==> src/rtl/cksum_update.sv <==
// Checksum-rewrite stage: zeroes a header's 16-bit checksum field, hands the header
// to an external checksum unit, then writes the returned value back big-endian.
module cksum_update #(
   parameter int unsigned HDR_MAX_LEN = 64,
   parameter int unsigned ADDR_W      = 32,
   parameter int unsigned TIMEOUT     = 255
) (
   input  logic                         clk,
   input  logic                         rst,
   input  logic                         start_i,
   input  logic [HDR_MAX_LEN-1:0][7:0]  pkt_hdr_i,
   input  logic [ADDR_W-1:0]            field_start_i,
   input  logic [ADDR_W-1:0]            field_len_i,
   input  logic [ADDR_W-1:0]            cksum_off_i,
   output logic                         cksum_start_o,
   output logic [HDR_MAX_LEN-1:0][7:0]  cksum_hdr_o,
   output logic [ADDR_W-1:0]            cksum_field_start_o,
   output logic [ADDR_W-1:0]            cksum_field_len_o,
   input  logic [15:0]                  cksum_val_i,
   input  logic                         cksum_ready_i,
   output logic [HDR_MAX_LEN-1:0][7:0]  pkt_hdr_o,
   output logic                         busy_o,
   output logic                         done_o,
   output logic                         err_o
);

   localparam int unsigned IDX_W = (HDR_MAX_LEN > 1) ? $clog2(HDR_MAX_LEN) : 1;
   localparam int unsigned SUM_W = ADDR_W + 1;
   localparam int unsigned CNT_W = (TIMEOUT > 0) ? $clog2(TIMEOUT + 1) : 1;

   typedef logic [HDR_MAX_LEN-1:0][7:0] hdr_t;

   typedef enum logic [2:0] {
      S_IDLE,
      S_PREP,
      S_START,
      S_WAIT,
      S_WRITE,
      S_DONE
   } state_t;

   state_t             state_q, state_d;
   hdr_t               work_q, work_d;
   hdr_t               out_q, out_d;
   hdr_t               ckhdr_q, ckhdr_d;
   logic [ADDR_W-1:0]  fs_q, fs_d;
   logic [ADDR_W-1:0]  fl_q, fl_d;
   logic [IDX_W-1:0]   off_q, off_d;
   logic [ADDR_W-1:0]  cfs_q, cfs_d;
   logic [ADDR_W-1:0]  cfl_q, cfl_d;
   logic [CNT_W-1:0]   cnt_q, cnt_d;
   logic [15:0]        val_q, val_d;
   logic               start_q, start_d;
   logic               busy_q, busy_d;
   logic               done_q, done_d;
   logic               err_q, err_d;

   // Request validation, done at full width plus one so huge inputs cannot wrap.
   logic [SUM_W-1:0]   req_end, off_end;
   logic               req_bad;
   logic [IDX_W-1:0]   req_off, req_off1;

   assign req_end  = SUM_W'(field_start_i) + SUM_W'(field_len_i);
   assign off_end  = SUM_W'(cksum_off_i) + SUM_W'(2);
   assign req_bad  = (req_end > SUM_W'(HDR_MAX_LEN)) || (off_end > SUM_W'(HDR_MAX_LEN)) ||
                     (field_len_i == '0);
   assign req_off  = cksum_off_i[IDX_W-1:0];
   assign req_off1 = req_off + IDX_W'(1);

   // Odd-length padding byte sits just past the region; it may fall off the buffer end.
   logic [ADDR_W-1:0]  pad_pos, fl_even;
   logic               pad_in;
   logic [IDX_W-1:0]   pad_idx, off1_q;
   logic [CNT_W-1:0]   cnt_inc;

   assign pad_pos = fs_q + fl_q;
   assign pad_in  = fl_q[0] && (pad_pos < ADDR_W'(HDR_MAX_LEN));
   assign pad_idx = pad_pos[IDX_W-1:0];
   assign fl_even = fl_q + ADDR_W'(fl_q[0]);
   assign off1_q  = off_q + IDX_W'(1);
   assign cnt_inc = cnt_q + CNT_W'(1);

   always_comb begin
      state_d = state_q;
      work_d  = work_q;
      out_d   = out_q;
      ckhdr_d = ckhdr_q;
      fs_d    = fs_q;
      fl_d    = fl_q;
      off_d   = off_q;
      cfs_d   = cfs_q;
      cfl_d   = cfl_q;
      cnt_d   = cnt_q;
      val_d   = val_q;
      start_d = 1'b0;
      done_d  = 1'b0;
      err_d   = 1'b0;

      case (state_q)
         S_IDLE: begin
            if (start_i) begin
               if (req_bad) begin
                  err_d = 1'b1;
               end else begin
                  work_d           = pkt_hdr_i;
                  work_d[req_off]  = 8'h00;
                  work_d[req_off1] = 8'h00;
                  fs_d             = field_start_i;
                  fl_d             = field_len_i;
                  off_d            = req_off;
                  state_d          = S_PREP;
               end
            end
         end
         S_PREP: begin
            ckhdr_d = work_q;
            if (pad_in) begin
               ckhdr_d[pad_idx] = 8'h00;
            end
            cfs_d   = fs_q;
            cfl_d   = fl_even;
            start_d = 1'b1;
            state_d = S_START;
         end
         S_START: begin
            cnt_d   = '0;
            state_d = S_WAIT;
         end
         S_WAIT: begin
            // First WAIT cycle (cnt_q == 0) may still see the previous run's ready.
            if ((cnt_q != '0) && cksum_ready_i) begin
               val_d   = cksum_val_i;
               state_d = S_WRITE;
            end else if (cnt_inc == CNT_W'(TIMEOUT)) begin
               err_d   = 1'b1;
               state_d = S_IDLE;
            end else begin
               cnt_d = cnt_inc;
            end
         end
         S_WRITE: begin
            work_d[off_q]  = val_q[15:8];
            work_d[off1_q] = val_q[7:0];
            out_d          = work_d;
            done_d         = 1'b1;
            state_d        = S_DONE;
         end
         S_DONE: begin
            state_d = S_IDLE;
         end
         default: begin
            state_d = S_IDLE;
         end
      endcase

      busy_d = (state_d != S_IDLE);
   end

   always_ff @(posedge clk) begin
      if (rst) begin
         state_q <= S_IDLE;
         work_q  <= '0;
         out_q   <= '0;
         ckhdr_q <= '0;
         fs_q    <= '0;
         fl_q    <= '0;
         off_q   <= '0;
         cfs_q   <= '0;
         cfl_q   <= '0;
         cnt_q   <= '0;
         val_q   <= '0;
         start_q <= 1'b0;
         busy_q  <= 1'b0;
         done_q  <= 1'b0;
         err_q   <= 1'b0;
      end else begin
         state_q <= state_d;
         work_q  <= work_d;
         out_q   <= out_d;
         ckhdr_q <= ckhdr_d;
         fs_q    <= fs_d;
         fl_q    <= fl_d;
         off_q   <= off_d;
         cfs_q   <= cfs_d;
         cfl_q   <= cfl_d;
         cnt_q   <= cnt_d;
         val_q   <= val_d;
         start_q <= start_d;
         busy_q  <= busy_d;
         done_q  <= done_d;
         err_q   <= err_d;
      end
   end

   assign cksum_start_o       = start_q;
   assign cksum_hdr_o         = ckhdr_q;
   assign cksum_field_start_o = cfs_q;
   assign cksum_field_len_o   = cfl_q;
   assign pkt_hdr_o           = out_q;
   assign busy_o              = busy_q;
   assign done_o              = done_q;
   assign err_o               = err_q;

endmodule

==> config.mk <==
export PLATFORM = sky130hd
export DESIGN_NAME = cksum_update
export DESIGN_NICKNAME = d
export VERILOG_FILES = /design/src/rtl/cksum_update.sv
export SDC_FILE = /design/constraint.sdc
export NUM_CORES = 2
export LEC_CHECK = 0
export CAP_MARGIN = 10
export CORE_AREA = 2 2 672 674
export CTS_BUF_LIST = sky130_fd_sc_hd__clkbuf_8
export DETAILED_ROUTE_END_ITERATION = 8
export DIE_AREA = 0 0 674 676
export GPL_ROUTABILITY_DRIVEN = 0
export PLACE_DENSITY_LB_ADDON = 0.1
export SLEW_MARGIN = 15
export SYNTH_ARGS = -nofsm -noshare
export SYNTH_HDL_FRONTEND = slang
export SYNTH_SLANG_ARGS = --single-unit
==> constraint.sdc <==
create_clock -name clk -period 10.2 [get_ports clk]
set_input_delay 2.55 -clock clk [delete_from_list [all_inputs] [get_ports clk]]
set_output_delay 2.55 -clock clk [all_outputs]
set_load 0.005 [all_outputs]
== After elaboration in Yosys (flattened, before gate mapping) ==
Cells that the tools add are included.

* Latch bits: 0
* Logic and storage cells: 290
* RAM bits: 0
* ROM bits: 0
* Memories kept: 0
* Register bits after elaboration: 1,701
* Output and inout bits: 1,092

* Add/sub/neg operators: 7
* Shifts and indexed selects: 0
* Equal/unequal tests: 9
* Reduce and logical (&&, ||, !) cells: 19
* Div/mod/pow operators: 0
* Bitwise operators: 7
* Multipliers: 0
* Mux-type cells: 31
* Order comparisons: 13

{| class="wikitable"
|+ Operators with widths
! cell !! count
|-
| $and A512 B512 Y512 || 3
|-
| $mux W512 || 3
|-
| $not A512 Y512 || 3
|-
| $bwmux W512 || 2
|-
| $pmux W512 S2 || 1
|-
| $demux W8 S6 || 5
|-
| $gt A33 B7 Y1 const B || 2
|-
| $mux W8 || 7
|-
| $lt A6 B7 Y1 const B || 5
|-
| $add A32 B2 Y33 const B || 1
|-
| $add A32 B32 Y33 || 1
|-
| $add A32 B1 Y32 || 1
|-
| $add A32 B32 Y32 || 1
|-
| $logic_not A32 Y1 || 1
|-
| $lt A32 B7 Y1 const B || 1
|-
| $ge A6 B1 Y1 const B || 5
|-
| $pmux W8 S2 || 1
|-
| $pmux W3 S5 || 1
|-
| $add A6 B1 Y6 const B || 2
|-
| $mux W3 || 4
|-
| $reduce_and A3 Y1 || 3
|-
| $add A8 B1 Y8 const B || 1
|-
| $eq A8 B8 Y1 const B || 1
|-
| $ne A2 B2 Y1 const B || 4
|-
| other kinds (13) || 27
|}

== Longest topological paths before layout ==
* Depth in word-level cells: 10
* Depth in mapped cells: 16

== Worst setup path after synthesis ==
No wires, ideal clock.

* Path kind: in2reg
* Start point: input port field_start_i[0]
* End point: register work_q[10] (netlist name)
* Data required time: 10.066 ns
* Stages: 15
* Setup time: 0.134 ns
* Data arrival time: 6.084 ns
* Setup slack: 3.982 ns
* Cells stage by stage: ha_1 -> fa_1 -> nand3_1 -> a21oi_1 -> o211ai_1 -> a211oi_1 -> o311a_1 -> or3_1 -> a2111o_1 -> or4_1 -> buf_2 -> buf_2 -> buf_6 -> a221oi_1 -> a211oi_1

* Longest elaborated chain between the ends: 6

{| class="wikitable"
|+ RTL lines
! item !! line !! RTL
|-
| start: declaration || 12 || <nowiki>input logic [ADDR_W-1:0] field_start_i,</nowiki>
|-
| $add A32 B32 Y33 || 63 || <nowiki>assign req_end = SUM_W'(field_start_i) + SUM_W'(field_len_i);</nowiki>
|-
| $gt A33 B7 Y1 || 65 || <nowiki>assign req_bad = (req_end > SUM_W'(HDR_MAX_LEN)) || (off_end > SUM_W'(HDR_MAX_LEN)) ||</nowiki>
|-
| $logic_or A1 B1 Y1 (2 in a row) || 65 ||
|-
| $ne A2 B2 Y1 (no line) || -- ||
|-
| $reduce_and A3 Y1 (no line) || -- ||
|-
| end signal: assignment || 178 || <nowiki>work_q <= work_d;</nowiki>
|-
| end: declaration || 43 || <nowiki>hdr_t work_q, work_d;</nowiki>
|}

Every way passes these cells.
A chain may end at the register's enable or synchronous reset.

== Worst setup path in the final report ==
* Start point: input port cksum_off_i[2]
* End point: register work_q[257] (netlist name)

* Longest elaborated chain between the ends: 10

{| class="wikitable"
|+ RTL lines
! item !! line !! RTL
|-
| start: declaration || 14 || <nowiki>input logic [ADDR_W-1:0] cksum_off_i,</nowiki>
|-
| parallel branches: the longest is 10 deep, another holds $add A32 B2 Y33 || -- ||
|}

Several ways; the timed one is not identified. The select of a mux whose other input is x is not followed.

==> metrics.md <==
| Metric | Value |
|---|---|
| RSZ-0062 raised after global routing | `no` |
| Die width | `674 um` |
| FFs w/ async S/R, synth | `0%` |
| Crit-path max FO | `between 150 and 200` |
| Ports | `between 1500 and 2000` |
| Pwr Total | `15.22 mW` |
| Crit path arrival time | `8570 ps` |
| Drt drc | `0` |
| EDFF count, synth | `0` |
| Post-cts gate resize count | `0` |
| Synth Area in Compound Gates | `between 20% and 30%` |
| Top FF cell, synth | `dfxtp_1` |
| XOR/XNOR Fraction of Synth Area | `0.7174%` |
| WS Path Type | `in -> reg` |
| CTS clock-pin slew for the worst setup and hold paths | `about 60 ps` |
| Clock Path Buffers | `4` |
| First DRT Iteration DRCs | `approximately 8200` |
| Seq/Total Area, Yosys | `between 40% and 50%` |
| Synth warn | `0` |
| Post-route clock skew | `111.6 ps` |
| Slew Viols, Final | `0` |
| Slew headroom | `between 10% and 20%` |
| Final WL | `620300 um` |
| Pre-antenna DRT Iters | `8` |
| Worst IR drop on VDD | `between 0.0001 and 0.00015 V` |
| Tot GR Track Use | `25.86%` |
| Max Freq | `about 130 MHz` |
| CTS Hold Buffers Added | `0` |
| CTS sink count | `1700` |
| Initial antenna violation count | `177` |
| CP max stage cell | `or4_4` |
| Postcts setup bufs | `0` |
| Vias in the first global route | `85540` |
| Die Height | `about 680 um` |
| CP Launch Type | `input port` |
| PD cells | `~130 mW/mm^2` |
| Placed Cells | `between 15000 and 20000` |
| Largest net degree at the start of global routing | `approximately 190` |
| Design area | `approximately 0.11 sq mm` |
| Post-DR wirelength/cell | `34.70 um` |
| First-pass GRT wire length | `807200 um` |
| Finished Layout Cells | `17880` |
| Crit. End Element | `flip-flop` |
| Clk Latency, worst-skew pair | `around 1200 ps` |
| DP Area | `approximately 0.11 sq mm` |
| Port Buffers | `around 1700` |
| # H-tree levels | `5` |
| Register bit total from synthesis | `1700` |
| Max Cap Viol | `0` |
| Setup-failing EPs final | `0` |
| Via count | `slightly below 90000` |
| Req. time, crit path | `11170 ps` |
| Mapped Cells | `10090` |
| Initial core utilization | `18.26%` |
| HP Class | `reg -> reg` |
| Area share of fa/ha/maj cells after synthesis | `1.181%` |
| Yosys cell types | `~80` |
| Core area | `around 0.45 sq mm` |
| Via/cell ratio | `between 4 and 5` |
| Num CTS Buffers | `between 300 and 400` |
| Setup TNS Final | `0 ps` |
| Area growth, synth to finish | `39.09%` |
| Total grt overflow | `0` |
| Post-layout util | `between 20% and 30%` |
| P_leak | `between 40 and 50 nW` |
| DP Worst Slack | `between 1500 and 2000 ps` |
| Tcrit/Tclk final | `between 70 and 80%` |
| Post-synthesis mux area share | `roughly a tenth` |
| Setup WS post-layout | `2601 ps` |
| Final hold vios | `0` |
| Clk root buf | `clkbuf_8` |
| Synthesized area | `roughly 0.082 sq mm` |
| Actual slew at the worst max-slew pin | `about 1300 ps` |
| Die ar. | `~0.46 sq mm` |
| Status | `finished, final reports clean` |
| Row count | `roughly 250` |
| Simple-gate share of the synthesized area | `17.49%` |
| Synth Net Count | `approximately 11000` |
| Largest family of logic cells by synthesized area | `compound AO/OA/AOI/OAI gates` |
| Tmin final | `7599 ps` |
| Routed Antenna Nets | `0` |
| Post-Syn Area per Cell | `roughly 8.1 sq um` |
| Post-DP HPWL | `~460000 um` |
| Cell Chain, Critical Path | `clkdlybuf4s50_1, nand3_1, nor2_1, nand3_1, nor4b_1, nor2_1, a2111oi_0, nand4_1, or4_4, buf_12, a221oi_1, a211oi_1` |
| CTS tree | `yes` |
| Crit path largest cell delay | `between 900 and 1000 ps` |
| Hold_ws | `between 400 and 500 ps` |
| Share of layout cells above drive strength 1 | `8.483%` |
| Fin nets | `roughly 12000` |
cells in the mapped netlist, types with 20 or more instances:
library cell	n	share of area, %
buf_1	63	0.29
xnor2_1	33	0.35
clkbuf_1	763	3.5
o211ai_1	329	3.0
nand2_1	1553	7.1
a311oi_1	146	1.6
inv_1	489	2.2
buf_6	24	0.33
or3_1	24	0.18
nand3_1	195	1.2
buf_2	21	0.13
o21ai_0	311	1.9
xor2_1	34	0.36
mux2i_1	845	10
dfxtp_1	1700	42
ha_1	74	1.1
and2_1	44	0.34
nor2_1	727	3.3
nor4_1	33	0.25
a21oi_1	826	5.1
a31oi_1	20	0.15
nor3_1	625	3.8
o311a_1	57	0.70
and3_1	25	0.19
a211oi_1	591	5.4
nand4_1	35	0.27
a221oi_1	292	3.1
power by group:
| part | internal (mW) | leakage [nW] | switching, mW | total (mW) |
|---|---|---|---|---|
| clock | 4.11 | 4.21 | 3.62 | 7.73 |
| combinational | 0.328 | 23.5 | 0.517 | 0.845 |
| sequential | 6.64 | 13.7 | 0.0000894 | 6.64 |
| total | 11.1 | 41.4 | 4.14 | 15.2 |
cell families (layout without fill, tap and decap cells):
group	Yosys count	in the layout
muxes	851	851
DFF	1700	1700
AOI/OAI and AO/OA	2683	2683
xor gates and xnor gates	67	67
buffers and inverters	1361	3123
adders and majority gates	76	76
other	1	79
and+or+nand+nor	3346	3346
critical path, delay by kind of cell:
kind | cells | cell delay [ps]
AND/OR/NAND/NOR | 7 | 3030
AO/OA/AOI/OAI | 3 | 1420
buffers and inverters | 2 | 1120
metal layers:
layer / wire length, um / up-vias / track usage, %
met3: 42090 / 1035 / 5.623
met4: 35450 / 42 / 13.41
li1: - / 39400 / -
met5: 271 / - / 0
met2: 291600 / 3857 / 43.13
met1: 251000 / 44390 / 31.15
final cells by class:
cell class	instances	area, sq um
fill	48720	334100
multi-input combinational	7024	43310
clock inverter	181	1077
antenna	78	195.2
inverter	489	1838
sequential	1700	34090
clock buffer	451	6207
timing repair buffer	2002	19600
tap	5952	7447
final timing paths:
path                                     from                            end  slack, ps  depth (start not counted)
hold reg to reg   pkt_hdr_o[323]$_SDFFE_PP0P_    pkt_hdr_o[323]$_SDFFE_PP0P_        450                          2
setup / recovery               cksum_off_i[2]       work_q[257]$_SDFFE_PP0P_       2600                         12
setup reg to reg         fl_q[0]$_SDFFE_PP0P_  cksum_hdr_o[171]$_SDFFE_PP0P_       4390                         13
hold / removal    pkt_hdr_o[323]$_SDFFE_PP0P_    pkt_hdr_o[323]$_SDFFE_PP0P_        450                          2
state kept, by name, summed over array words and instances (netlist names), 3 cells and up:
| signal | flops |
|---|---|
| cksum_hdr_o | 512 |
| cnt_q | 8 |
| off_q | 6 |
| state_q | 3 |
| cksum_field_len_o | 31 |
| work_q | 512 |
| pkt_hdr_o | 512 |
| cksum_field_start_o | 32 |
| fl_q | 32 |
| val_q | 16 |
| fs_q | 32 |
cell usage in the layout (no fill, tap or decap), drive strengths merged, types with 7 or more instances in the layout:
| cell type | netlist | final |
|---|---|---|
| o311a | 57 | 57 |
| nor3 | 626 | 626 |
| nand3b | 7 | 7 |
| a31oi | 20 | 20 |
| nor2b | 11 | 11 |
| nor4 | 35 | 35 |
| nand2b | 15 | 15 |
| xor2 | 34 | 34 |
| a311oi | 146 | 146 |
| xnor2 | 33 | 33 |
| or3 | 24 | 24 |
| a21o | 16 | 16 |
| nand2 | 1553 | 1553 |
| nand3 | 195 | 195 |
| a21oi | 828 | 828 |
| nor3b | 14 | 14 |
| buf | 109 | 288 |
| o21ai | 318 | 318 |
| o211ai | 329 | 329 |
| or2 | 9 | 9 |
| nor2 | 727 | 727 |
| nand4 | 36 | 36 |
| diode | 0 | 78 |
| clkbuf | 763 | 451 |
| a2111oi | 10 | 10 |
| and2 | 46 | 46 |
| clkinv | 0 | 28 |
| o21bai | 10 | 10 |
| and3 | 25 | 25 |
| a221oi | 293 | 293 |
| o21a | 9 | 9 |
| dfxtp | 1700 | 1700 |
| a211oi | 591 | 591 |
| mux2i | 845 | 845 |
| ha | 74 | 74 |
| clkdlybuf4s50 | 0 | 1714 |
| inv | 489 | 631 |
No activity file was read; power rests on OpenSTA's default activity.
